===== src/rtl/div_pkg.sv =====
// Shared types and default sizing for the shared-divider scheduler.
package div_pkg;

    localparam int unsigned DEF_N_REQ = 4;
    localparam int unsigned DEF_WIDTH = 8;
    localparam int unsigned DEF_ID_W  = $clog2(DEF_N_REQ);

    // Scheduler control states
    typedef enum logic [1:0] {
        IDLE,
        RUN,
        RESP
    } state_t;

    // One response beat at the default sizing
    typedef struct packed {
        logic [DEF_ID_W-1:0]  id;
        logic [DEF_WIDTH-1:0] quot;
        logic [DEF_WIDTH-1:0] rem;
        logic                 dbz;
    } rsp_t;

endpackage


===== src/rtl/div_sched_if.sv =====
// Request/response channels between the client FSMs and the divider scheduler.
interface div_sched_if
    import div_pkg::*;
#(
    parameter int unsigned N_REQ = DEF_N_REQ,
    parameter int unsigned WIDTH = DEF_WIDTH,
    parameter int unsigned ID_W  = $clog2(N_REQ)
) ();

    logic [N_REQ-1:0]            req_valid;
    logic [N_REQ-1:0]            req_ready;
    logic [N_REQ-1:0][WIDTH-1:0] req_a;
    logic [N_REQ-1:0][WIDTH-1:0] req_b;

    logic                        rsp_valid;
    logic                        rsp_ready;
    logic [ID_W-1:0]             rsp_id;
    logic [WIDTH-1:0]            rsp_quot;
    logic [WIDTH-1:0]            rsp_rem;
    logic                        rsp_dbz;

    // Client side: issues requests, consumes responses
    modport master (
        output req_valid, req_a, req_b, rsp_ready,
        input  req_ready, rsp_valid, rsp_id, rsp_quot, rsp_rem, rsp_dbz
    );

    // Scheduler side
    modport slave (
        input  req_valid, req_a, req_b, rsp_ready,
        output req_ready, rsp_valid, rsp_id, rsp_quot, rsp_rem, rsp_dbz
    );

endinterface


===== src/rtl/div_core.sv =====
// Iterative unsigned restoring divider: one dividend bit per cycle, MSB first.
module div_core
    import div_pkg::*;
#(
    parameter int unsigned WIDTH = DEF_WIDTH
) (
    input  logic             clk,
    input  logic             reset,
    input  logic             start,
    input  logic [WIDTH-1:0] a,
    input  logic [WIDTH-1:0] b,
    output logic             done,
    output logic [WIDTH-1:0] quot,
    output logic [WIDTH-1:0] rem
);

    localparam int unsigned CNT_W = $clog2(WIDTH + 1);

    // quot_r starts as the dividend; each step consumes its MSB and
    // shifts a quotient bit into its LSB, so it ends holding the quotient.
    logic [WIDTH-1:0] rem_r;
    logic [WIDTH-1:0] quot_r;
    logic [WIDTH-1:0] div_r;
    logic [CNT_W-1:0] cnt;
    logic [WIDTH-1:0] shifted;
    logic             fits;

    // Trial partial remainder and compare for the current step
    always_comb begin
        shifted = {rem_r[WIDTH-2:0], quot_r[WIDTH-1]};
        fits    = (shifted >= div_r);
    end

    // Load on start, then WIDTH shift/subtract steps counted down
    always_ff @(posedge clk) begin
        if (reset) begin
            rem_r  <= '0;
            quot_r <= '0;
            div_r  <= '0;
            cnt    <= '0;
        end else if (start) begin
            rem_r  <= '0;
            quot_r <= a;
            div_r  <= b;
            cnt    <= CNT_W'(WIDTH);
        end else if (cnt != '0) begin
            rem_r  <= fits ? (shifted - div_r) : shifted;
            quot_r <= {quot_r[WIDTH-2:0], fits};
            cnt    <= cnt - 1'b1;
        end
    end

    // High during the cycle whose closing edge performs the final step
    assign done = (cnt == CNT_W'(1));
    assign quot = quot_r;
    assign rem  = rem_r;

endmodule


===== src/rtl/div_sched.sv =====
// Round-robin scheduler sharing one iterative divider among N_REQ requesters.
module div_sched
    import div_pkg::*;
#(
    parameter int unsigned N_REQ = DEF_N_REQ,
    parameter int unsigned WIDTH = DEF_WIDTH,
    parameter int unsigned ID_W  = $clog2(N_REQ)
) (
    input  logic        clk,
    input  logic        reset,
    div_sched_if.slave  bus,
    output logic        busy
);

    state_t           state;
    logic [ID_W-1:0]  rr;
    logic [ID_W-1:0]  grant;
    logic             grant_vld;
    logic             hs;
    logic [WIDTH-1:0] sel_a;
    logic [WIDTH-1:0] sel_b;

    logic             rsp_valid_r;
    logic [ID_W-1:0]  id_r;
    logic             dbz_r;
    logic [WIDTH-1:0] dbz_rem_r;

    logic             core_start;
    logic             core_done;
    logic [WIDTH-1:0] core_quot;
    logic [WIDTH-1:0] core_rem;

    // First requesting index above the round-robin pointer, wrapping
    always_comb begin
        grant     = '0;
        grant_vld = 1'b0;
        for (int unsigned k = 1; k <= N_REQ; k++) begin
            int unsigned idx;
            idx = (int'(rr) + k) % N_REQ;
            if (!grant_vld && bus.req_valid[ID_W'(idx)]) begin
                grant     = ID_W'(idx);
                grant_vld = 1'b1;
            end
        end
    end

    // Accept strobe only in IDLE, only for the granted requester
    always_comb begin
        bus.req_ready = '0;
        if (state == IDLE && grant_vld) begin
            bus.req_ready[grant] = 1'b1;
        end
    end

    assign hs         = (state == IDLE) && grant_vld;
    assign sel_a      = bus.req_a[grant];
    assign sel_b      = bus.req_b[grant];
    assign core_start = hs && (sel_b != '0);

    div_core #(
        .WIDTH (WIDTH)
    ) u_core (
        .clk   (clk),
        .reset (reset),
        .start (core_start),
        .a     (sel_a),
        .b     (sel_b),
        .done  (core_done),
        .quot  (core_quot),
        .rem   (core_rem)
    );

    // Control FSM: grant, run the core (or short-circuit divide-by-zero), hold response
    always_ff @(posedge clk) begin
        if (reset) begin
            state       <= IDLE;
            rr          <= ID_W'(N_REQ - 1);
            rsp_valid_r <= 1'b0;
            id_r        <= '0;
            dbz_r       <= 1'b0;
            dbz_rem_r   <= '0;
            busy        <= 1'b0;
        end else begin
            case (state)
                IDLE: begin
                    if (hs) begin
                        rr   <= grant;
                        id_r <= grant;
                        busy <= 1'b1;
                        if (sel_b == '0) begin
                            dbz_r       <= 1'b1;
                            dbz_rem_r   <= sel_a;
                            rsp_valid_r <= 1'b1;
                            state       <= RESP;
                        end else begin
                            dbz_r <= 1'b0;
                            state <= RUN;
                        end
                    end
                end
                RUN: begin
                    if (core_done) begin
                        rsp_valid_r <= 1'b1;
                        state       <= RESP;
                    end
                end
                RESP: begin
                    if (bus.rsp_ready) begin
                        rsp_valid_r <= 1'b0;
                        busy        <= 1'b0;
                        state       <= IDLE;
                    end
                end
                default: state <= IDLE;
            endcase
        end
    end

    // The core holds its final quotient/remainder until the next start,
    // so the response reads them directly; divide-by-zero uses local copies.
    assign bus.rsp_valid = rsp_valid_r;
    assign bus.rsp_id    = id_r;
    assign bus.rsp_dbz   = dbz_r;
    assign bus.rsp_quot  = dbz_r ? '1 : core_quot;
    assign bus.rsp_rem   = dbz_r ? dbz_rem_r : core_rem;

endmodule


===== src/flat_wrapper.sv =====
// flat-port wrapper written by rule: the top's interface ports become plain ports
module div_sched_flat import div_pkg::*;
#(
    parameter int unsigned N_REQ = DEF_N_REQ,
    parameter int unsigned WIDTH = DEF_WIDTH,
    parameter int unsigned ID_W  = $clog2(N_REQ)
)
  (clk, reset, busy, bus_req_valid, bus_req_a, bus_req_b, bus_rsp_ready, bus_req_ready, bus_rsp_valid, bus_rsp_id, bus_rsp_quot, bus_rsp_rem, bus_rsp_dbz);
  div_sched_if #(.N_REQ(N_REQ), .WIDTH(WIDTH), .ID_W(ID_W)) bus_i ();
  input  logic clk;
  input  logic reset;
  output logic busy;
  input wire logic [$bits(bus_i.req_valid)-1:0] bus_req_valid;
  input wire logic [$bits(bus_i.req_a)-1:0] bus_req_a;
  input wire logic [$bits(bus_i.req_b)-1:0] bus_req_b;
  input wire logic [$bits(bus_i.rsp_ready)-1:0] bus_rsp_ready;
  output wire logic [$bits(bus_i.req_ready)-1:0] bus_req_ready;
  output wire logic [$bits(bus_i.rsp_valid)-1:0] bus_rsp_valid;
  output wire logic [$bits(bus_i.rsp_id)-1:0] bus_rsp_id;
  output wire logic [$bits(bus_i.rsp_quot)-1:0] bus_rsp_quot;
  output wire logic [$bits(bus_i.rsp_rem)-1:0] bus_rsp_rem;
  output wire logic [$bits(bus_i.rsp_dbz)-1:0] bus_rsp_dbz;
  assign bus_i.req_valid = bus_req_valid;
  assign bus_i.req_a = bus_req_a;
  assign bus_i.req_b = bus_req_b;
  assign bus_i.rsp_ready = bus_rsp_ready;
  assign bus_req_ready = bus_i.req_ready;
  assign bus_rsp_valid = bus_i.rsp_valid;
  assign bus_rsp_id = bus_i.rsp_id;
  assign bus_rsp_quot = bus_i.rsp_quot;
  assign bus_rsp_rem = bus_i.rsp_rem;
  assign bus_rsp_dbz = bus_i.rsp_dbz;
  div_sched #(.N_REQ(N_REQ), .WIDTH(WIDTH), .ID_W(ID_W)) u_core (.clk(clk), .reset(reset), .bus(bus_i), .busy(busy));
endmodule

===== config.mk =====
export PLATFORM = sky130hd
export DESIGN_NAME = div_sched_flat
export DESIGN_NICKNAME = d
export VERILOG_FILES = /design/src/rtl/div_pkg.sv /design/src/rtl/div_sched_if.sv /design/src/rtl/div_core.sv /design/src/rtl/div_sched.sv /design/src/flat_wrapper.sv
export SDC_FILE = /design/constraint.sdc
export NUM_CORES = 1
export LEC_CHECK = 0
export ABC_CLOCK_PERIOD_IN_PS = 2700
export BUFFER_PORTS_ARGS = -buffer_cell sky130_fd_sc_hd__buf_2
export CELL_PAD_IN_SITES_DETAIL_PLACEMENT = 1
export CELL_PAD_IN_SITES_GLOBAL_PLACEMENT = 1
export CORE_MARGIN = 5
export CORE_UTILIZATION = 38
export CTS_BUF_LIST = sky130_fd_sc_hd__clkbuf_4 sky130_fd_sc_hd__clkbuf_8
export CTS_CLUSTER_DIAMETER = 50
export CTS_CLUSTER_SIZE = 10
export DETAILED_ROUTE_END_ITERATION = 10
export PLACE_DENSITY_LB_ADDON = 0.1
export SYNTH_ARGS = -nofsm -noshare
export SYNTH_HDL_FRONTEND = slang
export SYNTH_SLANG_ARGS = --single-unit

===== constraint.sdc =====
create_clock -name clk -period 2.7 [get_ports clk]
set_input_delay 0.135 -clock clk [delete_from_list [all_inputs] [get_ports clk]]
set_output_delay 0.135 -clock clk [all_outputs]
set_load 0.01 [all_outputs]

---- Yosys cells after proc, flatten, opt, wreduce, memory -nomap -nowiden ----
Cells that the tools add are included.
storage, ports and cells
  register bits after elaboration ......... 45
  input bits .............................. 71
  word-level logic and storage cells ...... 97
  output and inout port bits .............. 25
cells by class
  equality and inequality tests ........... 7
  add/sub/neg operators ................... 6
  reduce and logical (&&, ||, !) cells .... 22
  $lt $le $gt $ge ......................... 7
  mux-type cells .......................... 43
operators with widths
  kind                                                                          count
  8-bit 2-to-1 mux                                                              7
  8-bit binary-select mux with 2-bit select                                     2
  2-bit 2-to-1 mux                                                              8
  2-bit by 3-bit less-than comparator with 1-bit output, second input constant  5
  1-bit 2-to-1 mux                                                              15
  4-bit 2-to-1 mux                                                              3
  3-bit AND reduction                                                           3
  1-bit binary-select mux with 2-bit select                                     4
  8-bit greater-or-equal comparator                                             1
  8-bit logical NOT                                                             1
  8-bit nonzero test                                                            1
  8-bit subtractor                                                              1
  1-bit logical AND                                                             6
  2-bit one-hot mux with 3 select lines                                         1
  5-bit AND reduction                                                           1
  2-bit by 1-bit adder with 2-bit output, second input constant                 2
  2-bit adder, second input constant                                            2
  4-bit by 1-bit equality test with 1-bit output, second input constant         1
  2-bit by 1-bit inequality test with 1-bit output, second input constant       2
  2-bit inequality test, second input constant                                  2
  2-bit nonzero test                                                            2
  4-bit nonzero test                                                            1
  4-bit by 1-bit subtractor with 4-bit output, second input constant            1
  1-bit logical NOT                                                             3
  10 further kinds                                                              10

---- Depth between registers and ports, before layout ----
Gate-level depths: netlist of the first run.
  word-level depth ........................ 19
  mapped depth ............................ 12
  gate-level depth less buffers ........... 11

---- By module ----
From an unflattened synthesis of the first run, not the netlist that was laid out.
unflattened totals
  cell total of the unflattened synthesis .. 381
  area total of the unflattened synthesis .. 3,125.5 µm²
by module, submodules not included
  module     seq. area each (µm²)  area an instance (µm²)  cells each  times used
  div_sched  340.3                 1,566.5                 186         1
  div_core   560.5                 1,559.0                 195         1

---- Least setup slack after synthesis of the first run ----
Ideal clock, no wire load.
  path type ............................... reg2reg
  start ................................... reg u_core.rr[1]
  end ..................................... reg u_core.u_core.cnt[1]
  stages on the path, launching flop included .. 13
  clock period less this slack ............ 2.392 ns
  path buffers ............................ 4
  arrival ................................. 2.312 ns
  required time ........................... 2.620 ns
  setup slack ............................. 0.308 ns
  library setup time ...................... 0.080 ns
  path through ............................ dfxtp_1 buf_6 mux2i_1 o21ai_2 buf_6 o21ai_0 a32oi_1 nor4_2 a21oi_1 buf_6 or2_4 buf_6 a211oi_2
on the way
  cells in the longest elaborated chain, start to end .. 18
  elaborated cells on any way between the ends .. 32
  classes of those cells .................. add/sub (4); mux (18); reduce/logical (10)
ends and longest elaborated chain
  item                                       RTL line         RTL
  start, declared                            div_sched.sv:16  logic [ID_W-1:0] rr;
  start signal, assigned                     div_sched.sv:77  rr <= ID_W'(N_REQ - 1);
  start signal, assigned                     div_sched.sv:87  rr <= grant;
  2-bit by 1-bit adder with 2-bit output     div_sched.sv:39  idx = (int'(rr) + k) % N_REQ;
  1-bit binary-select mux with 2-bit select  div_sched.sv:40  if (!grant_vld && bus.req_valid[ID_W'(idx)]) begin
  1-bit 2-to-1 mux (implied by the code)     div_sched.sv:40
  1-bit 2-to-1 mux                           div_sched.sv:40
  1-bit logical NOT                          div_sched.sv:40
  1-bit logical AND                          div_sched.sv:40
  1-bit 2-to-1 mux                           div_sched.sv:40
  1-bit logical NOT                          div_sched.sv:40
  (+2 left out)                              -
  1-bit logical NOT                          div_sched.sv:40
  1-bit logical AND                          div_sched.sv:40
  2-bit 2-to-1 mux                           div_sched.sv:40
  8-bit binary-select mux with 2-bit select  div_sched.sv:57  assign sel_b = bus.req_b[grant];
  8-bit 2-to-1 mux (implied by the code)     div_sched.sv:57
  8-bit nonzero test                         div_sched.sv:58  assign core_start = hs && (sel_b != '0);
  1-bit logical AND (*)                      div_sched.sv:58
  2-bit OR reduction (no line) (*)           -
  end signal, assigned                       div_core.sv:45   cnt <= CNT_W'(WIDTH);
  end signal, assigned                       div_core.sv:49   cnt <= cnt - 1'b1;
  end, declared                              div_core.sv:24   logic [CNT_W-1:0] cnt;
Every way passes the cells marked *; elsewhere a longest branch is shown, timed or not. The select of a mux whose other input is x is not followed.
A chain may end at the register's enable or synchronous reset.

---- Worst setup path after layout of the first run ----
  start ................................... reg u_core.rr[1]
  end ..................................... reg u_core.u_core.cnt[2]
The elaborated chain is that of the path after synthesis.

==> results of run 1 <==
## cell usage in the layout, fill, tap and decap left out, types with 2 or more instances in the layout
cell,count
nor4_1,2
nand3b_1,2
buf_4,18
buf_2,95
or2_2,8
and2_1,2
nor3_1,6
o21a_1,3
a21oi_2,3
a32oi_2,2
o21a_2,2
a32oi_1,6
nand2_1,34
o21ai_0,26
inv_1,15
nor2_1,57
a31oi_1,10
a211oi_2,7
a211oi_1,3
nand3_1,10
dfxtp_1,44
xnor2_1,4
clkbuf_8,7
nand2b_1,4
nor2b_1,4
mux2i_1,34
or3_1,2
a21oi_1,19
ha_1,11
mux2_2,15
## flip-flops by register name, indices dropped and copies added, names as in the netlist
signal	cells
u_core.busy	1
u_core.u_core.cnt	4
u_core.bus.rsp_valid	1
u_core.bus.rsp_dbz	1
u_core.bus.rsp_id	2
u_core.u_core.div_r	8
u_core.dbz_rem_r	8
u_core.u_core.rem	8
u_core.rr	2
u_core.u_core.quot	8
u_core.state	2
## logic make-up (layout without fill, tap and decap cells)
group | count (synthesis) | count (layout) | synth area share (%)
XOR/XNOR | 4 | 4 | 1.13
buffers and inverters | 38 | 137 | 6.18
AND/OR/NAND/NOR | 140 | 140 | 20.9
flip-flops | 45 | 45 | 29.1
multiplexers | 50 | 50 | 16.8
adder cells (fa/ha/maj) | 12 | 12 | 5.09
AO/OA/AOI/OAI | 94 | 96 | 20.9
## layer usage
metal / vias up / track usage [%] / routed length (um)
li1: 1561 / - / -
met1: 1436 / 24.1 / 4340
met2: 65 / 32.4 / 4820
met3: 5 / 3.41 / 451
met4: 0 / 3.94 / 66
met5: - / 0 / 0
## worst reg2reg max path, delay by kind of cell, from the launching register on
| kind | cells | cell delay, ns |
|---|---|---|
| flops | 1 | 0.44 |
| simple gates | 3 | 0.94 |
| compound gates | 4 | 0.76 |
| mux | 1 | 0.38 |
## power breakdown
part           internal (mW)  total [mW]  switching (mW)
Combinational           1.06        2.38            1.32
Sequential             0.819       0.967           0.148
Clock                  0.232       0.467           0.235
Total                   2.11        3.81            1.70
## worst min-delay path by stage
| stage | start | endpoint | slack [ns] |
|---|---|---|---|
| detailed placement | bus_rsp_ready | u_core.state[1] | 0.45 |
| finish | bus_rsp_ready | u_core.state[1] | 0.15 |
| global placement | bus_rsp_ready | u_core.state[1] | 0.44 |
| floorplan | bus_rsp_ready | u_core.state[1] | 0.31 |
| CTS | bus_rsp_ready | u_core.state[1] | 0.15 |
| global route | bus_rsp_ready | u_core.state[1] | 0.15 |
## timing repair
item,4_1_cts,5_1_grt
buffers inserted,0,5
resized for setup,0,13
endpoints found under the setup margin,0,36
## cell type report
type	count	area, sq um
repair buffers	114	631
inverters	15	56.3
fillers	1046	4180
flip-flops and latches	45	902
clock buffers	7	96.3
clock inverters	1	5.00
well taps	105	131
multi-input cells	302	2090
## through the flow
stage | util (%) | hold slack, ns
2_1_floorplan | - | 0.311
3_3_place_gp | 45.5 | 0.443
3_5_place_dp | 45.5 | 0.454
4_1_cts | 46.7 | 0.151
5_1_grt | 48.3 | 0.147
6_report | 48.3 | 0.146
==> impl_results.md, run 1 <==
- P_leak: roughly 1.8 nW
- First-pass GRT wire length: approximately 15 mm
- Final slew viol count: 0
- DRT iter0 DRCs: 74
- Router iterations before antenna repair: 4
- Routed vias: a little over 3000
- Worst reg-to-reg path cell count: 8
- Clock Tree Buf Depth: 2
- CP Data Required Time: 2.93 ns
- GRT overflow: 0
- Synth top area share: 29.1%
- Die height: 100 um
- Die ar.: 0.0101 sq mm
- Synth Net Count: 466
- Clock sinks: 45
- Post-placement cell count: 574
- Count leader, synth: nor2_1
- Synth cell types: 48
- Post-DP HPWL: about 7.5 mm
- Number of global-route vias before repair: ~3100
- Hold crit path type: in -> reg
- RR Startpoint: u_core.rr[1]
- Cell Area, Synth: 0.00310 sq mm
- Critical path origin: u_core.rr[1]
- Pin count of the biggest net entering global routing: 23
- Top FF cell, synth: dfxtp_1
- Design area: between 0.003 and 0.004 sq mm
- Minimum clock period after layout: approximately 2.6 ns
- Synth area leader: dfxtp_1
- Clock root cell: clkbuf_8
- Worst-path clk slew: around 0.1 ns
- Fin. Hold Viols: 0
- CP cell instances: mux2i_4, o21ai_2, o21ai_0, a32oi_1, nor4_4, a21oi_2, or2_4, nor3_1
- Initial Utilization: a little under two fifths
- CORE AREA: 0.00809 sq mm
- Outcome: finished clean
- Worst EP arrival: 2.81 ns
- Finished Layout Cells: 589
- Worst Setup Start Kind: flip-flop
- Crit path capture: u_core.u_core.cnt[2]
- Clk_lat worst skew: roughly 0.30 ns
- Worst ir drop on vdd: roughly 0.42 mV
- Post-Synthesis Cells: around 380
- Die width: ~100 um
- Slew @ Worst Pin: between 0.7 and 0.8 ns
- Layout Skew: between 0.015 and 0.02 ns
- Synth Register Bits: 45
- Total track usage: a little under a fifth
- Layout cell share with drive strength beyond 1: 35.5%
- ANT nets after route: 0
- H-Tree Depth: 2
- Vias per cell: about 5.2
- Final Total Pwr: between 3 and 4 mW
- Layout net count: roughly 570
- Worst reg-to-reg setup slack: about 0.12 ns
- Number of buffers created by CTS: 5
- Synth top area cells: dfxtp_1 29%, mux2i_1 11%, nor2_1 6.9%
- Initial antenna violation count: 0
- IO buf count: 95
- Ys async rst share: 0%
- Fmax: 388 MHz
- Drt wl/cell: 16.4 um
- Relative slew slack: about half
- Reg2reg end: u_core.u_core.cnt[2]
- Sequential share of the synthesized area: between 20% and 30%
- IO Count: 96
- Mean area per synthesized cell: a little over 8 sq um
- Hold Crit Depth: 3
- Pwr/cell area: about 970 mW/mm^2
- Final WL: between 9 and 10 mm
- Fin worst setup slack: roughly 0.12 ns
- CP Capture Type: flip-flop
- Synthesis-to-layout area growth: 26.3%
- CP max stage cell: dfxtp_2
- Routability cong.: 0.789
- CP Buf/Inv Count: 0
- Setup TNS: 0 ns
- Max Cap Violations: 0
- Critical Path Stages: 8
- Crit path max-delay family: simple AND/OR/NAND/NOR gates
- Num rows: 33
- Worst slack, placed: between 0.04 and 0.05 ns
- Largest stage delay on the critical path: 0.44 ns
- Setup violations, final: 0
- Yosys warning count: 0
- Drt drc: 0
- WS Path Type: reg -> reg
- CTS Hold Buffers Added: 0
- DP Area: approximately 0.0037 sq mm
- Critical-path maximum fanout: 11
- ANT cells: 0
- Tcrit/Tclk final: between 90% and 100%
- Number of synthesized flops with an enable pin: 0
- TritonCTS clock tree: yes
- Post-synth top cells: 57 x nor2_1, 45 x dfxtp_1, 35 x mux2i_1
No activity file was read; power rests on OpenSTA's default activity.
==> run 2: changes to the inputs <==
--- a/config.mk
+++ b/config.mk
@@ -9,6 +9,7 @@
 export BUFFER_PORTS_ARGS = -buffer_cell sky130_fd_sc_hd__buf_2
 export CELL_PAD_IN_SITES_DETAIL_PLACEMENT = 1
 export CELL_PAD_IN_SITES_GLOBAL_PLACEMENT = 1
+export CORE_ASPECT_RATIO = 0.9
 export CORE_MARGIN = 5
 export CORE_UTILIZATION = 38
 export CTS_BUF_LIST = sky130_fd_sc_hd__clkbuf_4 sky130_fd_sc_hd__clkbuf_8
==> run 2 against run 1 <==
  * Via count up 5.3%
  * Non-clock buffer count rose by 15
  * First-iteration DRC count rose by 20%
  * Fmax down 0.63%
==> impl_results.md, run 2 (synthesis results as in run 1) <==
- Outcome: finished clean
- ANT cells: 0
- Final WL: 10.2 mm
- Max Cap Violations: 0
- Total track usage: about a fifth
- Die width: 105 um
- Number of buffers created by CTS: 5
- Fin worst setup slack: 0.106 ns
- Die height: ~96 um
- First-pass GRT wire length: about 17 mm
- IO buf count: between 90 and 100
- CP Data Required Time: 2.92 ns
- Tcrit/Tclk final: between 90% and 100%
- Fmax: 386 MHz
- Clock Tree Buf Depth: 2
- CP Capture Type: flip-flop
- Clock sinks: 45
- Commonest non-fill, non-tap cell in the layout: buf_2
- Layout net count: 580
- P_leak: roughly 1.9 nW
- Worst ir drop on vdd: 0.537 mV
- Commonest cells after routing, fill and taps aside: 95 x buf_2, 56 x nor2_1, 43 x dfxtp_1, 34 x nand2_1, 34 x mux2i_1
- Worst EP arrival: about 2.8 ns
- Synthesis-to-layout area growth: 31.8%
- GRT overflow: 0
- DP Area: about 0.0037 sq mm
- Clk_lat worst skew: a little under 0.3 ns
- Worst reg-to-reg setup slack: around 0.11 ns
- Fin. Hold Viols: 0
- Crit path capture: u_core.u_core.cnt[2]
- Relative slew slack: between 30% and 40%
- RR Startpoint: u_core.rr[1]
- CORE AREA: about 0.0080 sq mm
- Worst-path clk slew: about 0.09 ns
- Hold_ws: 0.131 ns
- Drt drc: 0
- Reg2reg end: u_core.u_core.cnt[2]
- Critical-path maximum fanout: 11
- H-Tree Depth: 2
- Final slew viol count: 0
- Layout Skew: roughly 0.011 ns
- Design area: between 0.004 and 0.005 sq mm
- Initial Utilization: between 30 and 40%
- IO Count: between 90 and 100
- CTS Hold Buffers Added: 0
- RSZ-0062 raised after global routing: yes
- Setup violations, final: 0
- Critical path origin: u_core.rr[1]
- Num rows: 31
- Vias per cell: 5.41
- Router iterations before antenna repair: 4
- Worst Setup Start Kind: flip-flop
- Pwr/cell area: 948 mW/mm^2
- Finished Core Util: 51.1%
- Drt wl/cell: approximately 17 um
- ANT nets after route: 0
- WS Path Type: reg -> reg
- TritonCTS clock tree: yes
- Routed vias: about 3200
- Layout cell share with drive strength beyond 1: 39.4%
- Post-DP HPWL: ~7.8 mm
- Worst slack, placed: -0.0629 ns
- Number of global-route vias before repair: roughly 3400
- Routability cong.: approximately 0.76
- Pin count of the biggest net entering global routing: 36
- Initial antenna violation count: 0
- Clock root cell: clkbuf_8
- Minimum clock period after layout: ~2.6 ns
- Hold crit path type: in -> reg
- Worst reg-to-reg path cell count: 11
- Setup TNS: 0 ns
- Slew @ Worst Pin: slightly above 0.9 ns
- DRT iter0 DRCs: slightly below 90
- Die ar.: 0.0101 sq mm
- # fillers: approximately 1000
-- run 2: cell types whose count changed in the layout (fill, tap and decap cells not counted), moves of 2 or more --
| cell | delta |
|---|---|
| buf_4 | +11 |
| a32oi_1 | -5 |
| a32oi_2 | +5 |
| o21ai_0 | -5 |
| clkbuf_4 | +3 |
| o21ai_1 | +3 |
| buf_12 | +2 |
| clkbuf_8 | -2 |
-- run 2: area by class of cell --
| cell class | instances | area (sq um) | area share (%) |
|---|---|---|---|
| Inverter | 15 | 56.3 | 1.38 |
| Tap cell | 99 | 124 | 3.03 |
| Sequential cell | 45 | 906 | 22.2 |
| Timing Repair Buffer | 129 | 772 | 18.9 |
| Multi-Input combinational cell | 301 | 2130 | 52.3 |
| Clock inverter | 1 | 7.51 | 0.184 |
| Clock buffer | 7 | 83.8 | 2.05 |
-- run 2: through the flow --
step           power [mW]  std cells
3_5_place_dp         3.30        572
6_report             3.87        597
5_1_grt              4.24        597
4_1_cts              3.78        586
3_3_place_gp         3.24        572
2_1_floorplan        2.58        383
-- run 2: worst min-delay path by stage --
stage	cells after the start	start	end
3_5_place_dp	3	bus_rsp_ready	u_core.state[1]
4_1_cts	3	bus_rsp_ready	u_core.state[1]
3_3_place_gp	2	u_core.bus.rsp_id[1]	u_core.bus.rsp_id[1]
6_report	3	bus_rsp_ready	u_core.state[1]
5_1_grt	3	bus_rsp_ready	u_core.state[1]
2_1_floorplan	2	bus_rsp_ready	u_core.state[1]
-- run 2: where the power goes --
group	internal, mW	switching, mW	total, mW
clock network	0.204	0.222	0.426
logic	1.12	1.35	2.47
registers	0.821	0.151	0.972
total	2.15	1.72	3.87
-- run 2: what timing repair did --
action                     CTS  global route
setup endpoints to repair   19            37
buffers inserted             6            10
resized for setup            4            27
cloned                       0             1
pin swaps                    3             7
-- run 2: per-layer routing --
layer	vias up	global-route usage [%]	share of wire, %
met2	56	35.0	49
met5	-	0	0
met4	0	5.86	2.4
met3	14	3.18	2.9
met1	1579	25.2	46
li1	1581	-	-
-- run 2: worst max-delay path, cell delays in order, from the launching register on --
cell and delay (ns):
dfxtp_4 0.42, mux2i_4 0.28, o21ai_4 0.12, buf_4 0.17
o21ai_0 0.21, a32oi_2 0.18, nor4_2 0.27, buf_4 0.16
a21oi_2 0.05, buf_4 0.16, or2_4 0.31, nor3_1 0.20
==> run 3: changes to the inputs <==
--- a/config.mk
+++ b/config.mk
@@ -5,13 +5,13 @@
 export SDC_FILE = /design/constraint.sdc
 export NUM_CORES = 1
 export LEC_CHECK = 0
-export ABC_CLOCK_PERIOD_IN_PS = 2700
+export ABC_CLOCK_PERIOD_IN_PS = 2200
 export BUFFER_PORTS_ARGS = -buffer_cell sky130_fd_sc_hd__buf_2
 export CELL_PAD_IN_SITES_DETAIL_PLACEMENT = 1
 export CELL_PAD_IN_SITES_GLOBAL_PLACEMENT = 1
 export CORE_ASPECT_RATIO = 0.9
 export CORE_MARGIN = 5
-export CORE_UTILIZATION = 38
+export CORE_UTILIZATION = 35
 export CTS_BUF_LIST = sky130_fd_sc_hd__clkbuf_4 sky130_fd_sc_hd__clkbuf_8
 export CTS_CLUSTER_DIAMETER = 50
 export CTS_CLUSTER_SIZE = 10
==> constraint.sdc (replaced) <==
create_clock -name clk -period 2.2 [get_ports clk]
set_input_delay 0.11 -clock clk [delete_from_list [all_inputs] [get_ports clk]]
set_output_delay 0.11 -clock clk [all_outputs]
set_load 0.01 [all_outputs]
==> run 3 against run 2 <==
  * The run now ends with setup timing left
  * Hold slack lost 0.024 ns
  * Non-clock buffer count grew 45
  * Flip-flop and latch count is the same
  * Critical path type unchanged
  * Die area grew 7.7%
  * Largest power group unchanged
  * Highest routed layer unchanged
  * Clock skew shrank 0.0043 ns
  * Cell count grew 12%
  * Combinational power grew 67%
  * Total power grew 51%
  * Sequential share of layout area shrank 2.9 points
==> impl_results.md, run 3 (synthesis results as in run 1) <==
- Outcome: finished with violations
- Failing checks: setup timing
- Hold_ws: approximately 0.11 ns
- Die height: approximately 99 um
- Post-DP HPWL: between 8 and 9 mm
- Commonest cells after routing, fill and taps aside: 95 x buf_2, 70 x buf_4, 55 x nor2_1, 42 x dfxtp_1, 34 x nand2_1
- P_leak: 2.19 nW
- Slew @ Worst Pin: just over 0.7 ns
- Vias per cell: 5.20
- Minimum clock period after layout: 2.52 ns
- Pwr/cell area: between 1000 and 1500 mW/mm^2
- Die width: around 110 um
- CORE AREA: around 0.0086 sq mm
- IO Count: 96
- GRT overflow: 0
- CP Data Required Time: around 2.4 ns
- Final WL: 11.6 mm
- Clock root cell: clkbuf_8
- Layout Skew: about 0.0068 ns
- Worst ir drop on vdd: 0.723 mV
- Router iterations before antenna repair: 4
- Drt wl/cell: around 17 um
- Clock Tree Buf Depth: 2
- Synthesis-to-layout area growth: 52.2%
- Routed vias: 3460
- TritonCTS clock tree: yes
- Critical-path maximum fanout: 8
- Setup violations, final: 40
- Layout net count: 629
- Pin count of the biggest net entering global routing: 25
- CP Capture Type: flip-flop
- Tcrit/Tclk final: 114%
- Hold crit path type: in -> reg
- Drt drc: 0
- ANT nets after route: 0
- Commonest non-fill, non-tap cell in the layout: buf_2
- Setup TNS: -9.71 ns
- Clk_lat worst skew: around 0.31 ns
- Total track usage: a little over a fifth
- Fmax: roughly 400 MHz
- H-Tree Depth: 2
- Clock sinks: 45
- RSZ-0062 raised after global routing: yes
- Worst Setup Start Kind: flip-flop
- Worst EP arrival: approximately 2.7 ns
- IO buf count: 95
- Layout cell share with drive strength beyond 1: between 40 and 50%
- Fin worst setup slack: -0.318 ns
- Final Total Pwr: between 5 and 6 mW
- Initial antenna violation count: 0
- Final slew viol count: 0
- DRT iter0 DRCs: 93
- Routability cong.: around 0.79
- Num rows: 32
- Worst-path clk slew: ~0.09 ns
- Relative slew slack: between 50% and 60%
- WS Path Type: reg -> reg
- First-pass GRT wire length: around 19 mm
- Max Cap Violations: 0
- Number of global-route vias before repair: around 3600
- Die ar.: ~0.011 sq mm
- ANT cells: 0
- Number of buffers created by CTS: 5
- Fin. Hold Viols: 0
- Initial Utilization: roughly 36%
==> run 3: final timing paths <==
check                             from                endpoint  slack (ns)  cells past startpoint
hold / removal           bus_rsp_ready         u_core.state[1]        0.11                      3
setup reg to reg          u_core.rr[1]  u_core.u_core.div_r[2]       -0.32                     11
setup / recovery          u_core.rr[1]  u_core.u_core.div_r[2]       -0.32                     11
hold reg to reg   u_core.bus.rsp_id[1]    u_core.bus.rsp_id[1]        0.46                      2
==> run 3: routing by layer <==
layer  track usage [%]  up-vias  share of wire, %  wire [um]
met4              4.60        0              0.85         99
li1                  -     1701                 -          -
met1              26.3     1692                43       4960
met3              2.99       10               2.8        329
met2              39.3       57                54       6220
met5                 0        -                 0          0
==> run 3: cell type report <==
class | instances | area, sq um
timing repair buffer | 174 | 1140
inverter | 15 | 56.3
clock buffer | 5 | 68.8
sequential | 45 | 910
tap | 119 | 149
clock inverter | 3 | 25.0
multi-input combinational | 305 | 2370
fill | 1053 | 3890
==> run 3: power by group <==
| part | internal, mW | total (mW) | switching [mW] |
|---|---|---|---|
| Clock | 0.232 | 0.559 | 0.327 |
| Combinational | 2.02 | 4.13 | 2.11 |
| Sequential | 1.01 | 1.17 | 0.166 |
==> run 3: critical path, cell delays in order (launching register included) <==
cell and delay, ns:
dfxtp_4 0.41, mux2i_4 0.27, buf_6 0.16, o21a_4 0.22, a31oi_2 0.11, a32oi_2 0.27, nor4_4 0.07, buf_4 0.16
a21oi_4 0.26, buf_12 0.18, mux2i_4 0.22, nor2_1 0.05
==> run 3: metrics by stage <==
stage          cell area (sq um)  cells  setup slack, ns  utilization, %
2_1_floorplan               3120    383           -0.185               -
3_3_place_gp                4080    631           -0.441            47.4
3_5_place_dp                4080    631           -0.524            47.4
4_1_cts                     4550    663           -0.242            52.8
5_1_grt                     4710    666           -0.431            54.8
6_report                    4710    666           -0.318            54.8
==> run 3: what timing repair did <==
action,4_1_cts,5_1_grt
hold buffers,0,0
gates cloned,5,1
resized for setup,44,39
pin swaps,12,11
setup buffers,19,3
endpoints found under the setup margin,44,42
